File: config.mk
export PLATFORM = sky130hd
export DESIGN_NAME = multiword_adder_ctrl
export DESIGN_NICKNAME = d
export VERILOG_FILES = /design/src/rtl/adder_pkg.sv /design/src/rtl/adder_slice.sv /design/src/rtl/multiword_adder_ctrl.sv
export SDC_FILE = /design/constraint.sdc
export NUM_CORES = 1
export LEC_CHECK = 0
export CAP_MARGIN = 20
export CORE_MARGIN = 5
export CORE_UTILIZATION = 31
export DETAILED_ROUTE_END_ITERATION = 6
export GPL_ROUTABILITY_DRIVEN = 0
export GPL_TIMING_DRIVEN = 0
export PLACE_DENSITY_LB_ADDON = 0.2
export SYNTH_ARGS = -nofsm -noshare
export SYNTH_HDL_FRONTEND = slang
export SYNTH_SLANG_ARGS = --single-unit
File: constraint.sdc
create_clock -name clk -period 2.96 [get_ports clk]
set_clock_uncertainty 0.05 [all_clocks]
set_input_delay 0.592 -clock clk [delete_from_list [all_inputs] [get_ports clk]]
set_output_delay 0.592 -clock clk [all_outputs]
set_load 0.02 [all_outputs]
File: src/rtl/adder_pkg.sv
// Shared types and default sizes for the multiword adder controller.
package adder_pkg;

   localparam int unsigned DefaultWidth = 4;
   localparam int unsigned DefaultWords = 4;

   typedef enum logic [1:0] {StIdle, StRun, StDone} state_e;

endpackage

File: src/rtl/adder_slice.sv
// Combinational WIDTH-bit slice adder: {carry, sum} = a + b + cin.
module adder_slice
   import adder_pkg::*;
#(
   parameter int unsigned WIDTH = DefaultWidth
) (
   input  logic [WIDTH-1:0] a,
   input  logic [WIDTH-1:0] b,
   input  logic             cin,
   output logic [WIDTH-1:0] sum,
   output logic             carry
);

   assign {carry, sum} = {1'b0, a} + {1'b0, b} + {{WIDTH{1'b0}}, cin};

endmodule

File: src/rtl/multiword_adder_ctrl.sv
// Serial multiword adder: one WIDTH-bit slice per RUN cycle, low slice first.
// Define ADDER_SUB_EN to add a 'sub' port selecting A - B.
module multiword_adder_ctrl
   import adder_pkg::*;
#(
   parameter int unsigned WIDTH = DefaultWidth,
   parameter int unsigned WORDS = DefaultWords
) (
   input  logic                   clk,
   input  logic                   rst,
   input  logic                   in_valid,
   output logic                   in_ready,
   input  logic [WIDTH*WORDS-1:0] op_a,
   input  logic [WIDTH*WORDS-1:0] op_b,
   input  logic                   cin,
`ifdef ADDER_SUB_EN
   input  logic                   sub,
`endif
   output logic                   out_valid,
   input  logic                   out_ready,
   output logic [WIDTH*WORDS-1:0] result,
   output logic                   cout,
   output logic                   busy
);

   localparam int unsigned N    = WIDTH * WORDS;
   localparam int unsigned IdxW = (WORDS > 1) ? $clog2(WORDS) : 1;
   localparam logic [IdxW-1:0] LastIdx = IdxW'(WORDS - 1);

   state_e            state_q, state_d;
   logic [N-1:0]      a_q, a_d;
   logic [N-1:0]      b_q, b_d;
   logic [N-1:0]      result_q, result_d;
   logic              carry_q, carry_d;
   logic [IdxW-1:0]   idx_q, idx_d;

   logic [N-1:0]      b_in;
   logic              c_in;
   logic [WIDTH-1:0]  slice_a, slice_b, slice_sum;
   logic              slice_carry;

   // Subtraction is folded into the captured operand: A + ~B + 1.
`ifdef ADDER_SUB_EN
   assign b_in = sub ? ~op_b : op_b;
   assign c_in = sub ? 1'b1 : cin;
`else
   assign b_in = op_b;
   assign c_in = cin;
`endif

   assign slice_a = a_q[int'(idx_q) * WIDTH +: WIDTH];
   assign slice_b = b_q[int'(idx_q) * WIDTH +: WIDTH];

   adder_slice #(
      .WIDTH (WIDTH)
   ) u_slice (
      .a     (slice_a),
      .b     (slice_b),
      .cin   (carry_q),
      .sum   (slice_sum),
      .carry (slice_carry)
   );

   always_comb begin
      state_d   = state_q;
      a_d       = a_q;
      b_d       = b_q;
      result_d  = result_q;
      carry_d   = carry_q;
      idx_d     = idx_q;
      in_ready  = 1'b0;
      out_valid = 1'b0;
      busy      = 1'b0;
      unique case (state_q)
         StIdle: begin
            in_ready = 1'b1;
            if (in_valid) begin
               a_d      = op_a;
               b_d      = b_in;
               carry_d  = c_in;
               idx_d    = '0;
               result_d = '0;
               state_d  = StRun;
            end
         end
         StRun: begin
            busy = 1'b1;
            result_d[int'(idx_q) * WIDTH +: WIDTH] = slice_sum;
            carry_d = slice_carry;
            idx_d   = idx_q + 1'b1;
            if (idx_q == LastIdx) begin
               state_d = StDone;
            end
         end
         StDone: begin
            out_valid = 1'b1;
            if (out_ready) begin
               state_d = StIdle;
            end
         end
         default: state_d = StIdle;
      endcase
   end

   always_ff @(posedge clk) begin
      if (rst) begin
         state_q  <= StIdle;
         a_q      <= '0;
         b_q      <= '0;
         result_q <= '0;
         carry_q  <= 1'b0;
         idx_q    <= '0;
      end else begin
         state_q  <= state_d;
         a_q      <= a_d;
         b_q      <= b_d;
         result_q <= result_d;
         carry_q  <= carry_d;
         idx_q    <= idx_d;
      end
   end

   assign result = result_q;
   assign cout   = carry_q;

endmodule
Word-level counts from Yosys, hierarchy flattened

Index checks and enable logic that the tools add are counted.

Bits in registers: 53
Input bits: 37
Output and inout bits: 20
Logic and storage cells: 39

Add/sub/neg operators: 4
Equal/unequal tests: 6
Shifts and indexed selects: 4
Muxes and demuxes: 14
Reduce and logical (&&, ||, !) cells: 5

Operator list:

| cell                                                                     | number |
|---|---|
| 4-bit negator with 34-bit output                                         | 1 |
| 4-bit by 34-bit variable shift with 16-bit output (first input constant) | 1 |
| 4-bit by 34-bit variable part select with 16-bit output                  | 1 |
| 16-bit case mux with 2 select lines                                      | 1 |
| 16-bit by 5-bit variable part select with 4-bit output                   | 2 |
| 16-bit bitwise mux                                                       | 1 |
| 16-bit two-way mux                                                       | 1 |
| 2-bit two-way mux                                                        | 4 |
| 2-bit != test (second input constant)                                    | 3 |
| 2-bit case mux with 3 select lines                                       | 1 |
| 4-bit by 4-bit adder with 5-bit output                                   | 1 |
| 5-bit by 1-bit adder with 5-bit output                                   | 1 |
| 2-bit equality test (second input constant)                              | 2 |
| 1-bit two-way mux                                                        | 4 |
| 2-bit case mux with 2 select lines                                       | 1 |
| 2-bit AND reduction                                                      | 2 |
| 3-bit AND reduction                                                      | 1 |
| 2-bit by 1-bit adder with 2-bit output (second input constant)           | 1 |
| 2-bit by 1-bit equality test with 1-bit output (second input constant)   | 1 |
| 2-bit logical NOT                                                        | 1 |
| 1-bit case mux with 2 select lines                                       | 1 |
| 2-bit nonzero test                                                       | 1 |

Logic depth before layout (Yosys ltp)

Word-level depth: 6
Depth in mapped cells: 8
Mapped depth without buffers: 7

Cells and area by module

A second synthesis with hierarchy kept.

Cells, all modules: 259
Area, all modules: 2,411.1 µm²

By module, submodules not included:

| module               | times used | cells each | area an instance (µm²) | sequential area each (µm²) |
|---|---|---|---|---|
| multiword_adder_ctrl | 1          | 243        | 2,267.2                | 1,061.0 |
| adder_slice          | 1          | 16         | 143.9                  | 0.0 |

Worst setup path before layout

No wires, ideal clock.

Kind: register -> register
From: register idx_q[0]
To: register result_q[2] (netlist: result[2])
Library setup time: 0.128 ns
Arrival: 2.522 ns
Slack: 0.260 ns
Stages on the path, launching flop included: 8
Buffers on the path: 1
Period minus slack after synthesis: 2.700 ns
Cell sequence: dfxtp_1 > buf_2 > mux4_2 > fa_1 > fa_1 > xor2_1 > a22oi_1 > nor2_1

Word-level cells in the longest chain between the ends: 6
Elaborated cells on any way between the ends: 9
Those cells by class: add/sub (3); shift (4); mux (2)

RTL lines:

| what                                                                             | RTL line                                               | source |
|---|---|---|
| start: declaration                                                               | multiword_adder_ctrl.sv:35                             | `logic [IdxW-1:0] idx_q, idx_d;` |
| start signal: assignment                                                         | multiword_adder_ctrl.sv:119                            | `idx_q <= idx_d;` |
| 16-bit by 5-bit variable part select with 4-bit output, on equally long branches | multiword_adder_ctrl.sv:51, multiword_adder_ctrl.sv:52 |  |
| 4-bit by 4-bit adder with 5-bit output                                           | adder_slice.sv:14                                      | `assign {carry, sum} = {1'b0, a} + {1'b0, b} + {{WIDTH{1'b0}}, cin};` |
| 5-bit by 1-bit adder with 5-bit output                                           | adder_slice.sv:14                                      |  |
| 4-bit by 34-bit variable part select with 16-bit output                          | multiword_adder_ctrl.sv:88                             | `result_d[int'(idx_q) * WIDTH +: WIDTH] = slice_sum;` |
| 16-bit bitwise mux *                                                             | multiword_adder_ctrl.sv:88                             |  |
| 16-bit case mux with 2 select lines *                                            | multiword_adder_ctrl.sv:74                             | `unique case (state_q)` |
| end signal: assignment                                                           | multiword_adder_ctrl.sv:117                            | `result_q <= result_d;` |
| end: declaration                                                                 | multiword_adder_ctrl.sv:33                             | `logic [N-1:0] result_q, result_d;` |

Mark *: on every way between the ends. The rest lies on a longest branch, timed or not.
A chain may end at the register's enable or synchronous reset.

Final worst setup path

From: register idx_q[0]
To: register result_q[14] (netlist: result[14])

The elaborated chain is that of the path after synthesis.

==> impl_results.md <==
* Asr flop ratio synth at 0%
* Hold Crit Class: reg -> reg
* Largest net degree at the start of global routing at 16
* Period utilisation layout at 92.9%
* Final worst slack at 0.209 ns
* Final instance area at 3110 sq um
* Relative slew slack at 67.5%
* Mapped Cells at 263
* Critical path required time at 3.16 ns
* Clock sink total at 53
* Row count at 31
* Worst-path fanout max at 10
* Largest stage delay, worst path at 0.55 ns
* DP Area at 3010 sq um
* Core box area at 7290 sq um
* Layout cell share with drive strength beyond 1 at 9.82%
* Fill cell count at 764
* Die area at 9380 sq um
* Worst-path clk slew at 0.09 ns
* Post-synth EDFFs at 0
* R2r setup slk at 0.21 ns
* Placed insts at 417
* CTS tree: yes
* Input/output buffers at 55
* Final wirelength at 5.89 mm
* Mean number of vias per cell at 4.76
* Synth top cells by count: nand2_1 (72), dfxtp_1 (53), a21oi_1 (38), nor2_1 (23), a22oi_1 (12)
* CP startpoint kind: flip-flop
* Crit path max-delay cell type: mux4_2
* Diodes inserted at 0
* Share of the yosys chip area belonging to registers at 45.4%
* Fin util at 42.7%
* Overall Global Routing Usage at 13.0%
* Fin crit period at 2.75 ns
* Antenna violations before repair at 0
* RSZ-0062 raised after global routing: no
* R2R Path Start: idx_q[0]
* Worst path most repeated cell: fa_1
* Top-area cell type share of the netlist area at 45.4%
* Total negative slack at 0 ns
* Detailed Route Iter0 Violations at 83
* Hold Startpoint: b_q[8]
* Clk_lat worst skew at 0.30 ns
* Post-synth top flop: dfxtp_1
* Leak Pwr at 1.16 nW
* Detail Route Antenna Nets at 0
* Final routed DRC violation total at 0
* DR vias at 2,022
* #FFs+latches synth at 53
* Syn avg cell area at 8.89 sq um
* Final Slew Violations at 0
* Final non-filler cell total at 425
* Place WS at -0.236 ns
* I/O Pins at 57
* Final-stage net count at 371
* Vias in the first global route at 2,065
* CP startpoint: idx_q[0]
* Mapped cell area at 2340 sq um
* Post-DP HPWL at 4.46 mm
* Root Driver: clkbuf_8
* Wirelength per Cell at 13.9 microns
* IR Drop Worst-Case VDD at 0.182 mV
* Synth cell types at 31
* Chip Width at 96.9 microns
* CP cell instances: buf_6, mux4_2, fa_1, fa_1, xor2_2, a22oi_1, nor2_1
* Initial Util at 32.1%
* Hold WS at 0.408 ns
* Fin. Hold Viols at 0
* Synth top area cells: dfxtp_1 (45%), nand2_1 (12%), a21oi_1 (8.1%), mux4_2 (7.7%), a22oi_1 (3.9%)
* First-pass GRT wire length at 10.1 mm
* Worst Tran Pin Value at 0.487 ns
* Kind of critical path: reg -> reg
* CP Capture Type: flip-flop
* Area grow syn2layout at 33.1%
* CTS Buf Count at 5
* Syn. warnings at 0
* Max-cap viol count at 0
* Final Total Pwr at 1.44 mW
* Power per cell area at 463 nW/um^2
* Most numerous cell in the Yosys netlist: nand2_1
* Status: finished, final reports clean
* Die Y-Extent at 96.9 microns
* Max Root-Sink Buffers at 2
* H-tree Lvls at 2
* Cell taking the most area after synthesis: dfxtp_1
* # hold bufs at CTS at 0
* Syn_nets at 309
* Grt total ovfl at 0
* Max frequency at 363 MHz
* DRT Pass-1 Iters at 4
* Setup violators final at 0
* WP data arrival at 2.95 ns
-- kinds of logic (layout without fill, tap and decap cells) --
group	Yosys count	after routing	share of synthesized area, %
flops	53	53	45.4
xor+xnor	1	1	0.375
mux	8	8	7.70
buf+inv	22	85	4.49
simple gates	108	108	20.4
compound gates	62	62	16.2
fa+ha+maj	9	9	5.46
-- cells in the final DEF, fill, tap and decap left out, types with 2 or more instances in the layout --
cell type | Yosys | routed
nand2_1 | 72 | 72
clkbuf_1 | 6 | 7
a32oi_1 | 4 | 4
nand2b_1 | 3 | 3
a22oi_1 | 12 | 12
clkbuf_8 | 0 | 5
buf_2 | 6 | 5
buf_4 | 4 | 4
dfxtp_1 | 53 | 52
nor2_1 | 23 | 23
inv_1 | 4 | 4
a21oi_1 | 38 | 38
fa_1 | 2 | 2
a21o_1 | 5 | 5
clkdlybuf4s50_1 | 0 | 55
mux4_2 | 8 | 8
ha_1 | 7 | 7
-- worst paths after layout --
check	endpoint	cells after the start
setup reg to reg	result[14]	7
hold / removal	b_q[8]	2
hold reg to reg	b_q[8]	2
setup / recovery	result[14]	7
-- timing repair --
item,CTS,global route
resized for setup,3,3
endpoints found under the setup margin,13,5
pin swaps,0,1
buffers inserted,0,0
-- layer usage --
metal	wire length (microns)	track usage, %	vias to the layer above
met5	0	0	-
met4	76	3.67	0
met2	2810	21.1	48
met3	238	3.53	6
met1	2760	16.8	946
li1	-	-	1022
-- flip-flops by register name, indices dropped and copies added (netlist names) --
name	cells
a_q	16
b_q	16
cout	1
idx_q	2
result	16
state_q	2
-- where the power goes --
group / internal [mW] / switching [mW]
clock network: 0.168 / 0.235
registers: 0.746 / 0.0205
logic: 0.130 / 0.140
total: 1.04 / 0.395
-- critical path: cells and delay by family, from the launching register on --
kind / cells / cell delay, ns
DFF: 1 / 0.46
xor gates and xnor gates: 1 / 0.29
buffers and inverters: 1 / 0.21
and+or+nand+nor: 1 / 0.09
AOI/OAI and AO/OA: 1 / 0.14
muxes: 1 / 0.55
adders and majority gates: 2 / 0.89
-- layout make-up --
class / count / area, sq um / area share (%)
Buffer: 17 / 93.8 / 3.01
Sequential cell: 53 / 1060 / 34.1
Clock inverter: 1 / 7.51 / 0.241
Tap cell: 99 / 124 / 3.98
Clock buffer: 7 / 76.3 / 2.45
Multi-Input combinational cell: 188 / 1180 / 37.9
Inverter: 5 / 18.8 / 0.603
Timing Repair Buffer: 55 / 551 / 17.7
(Power assumes the default switching activity.)
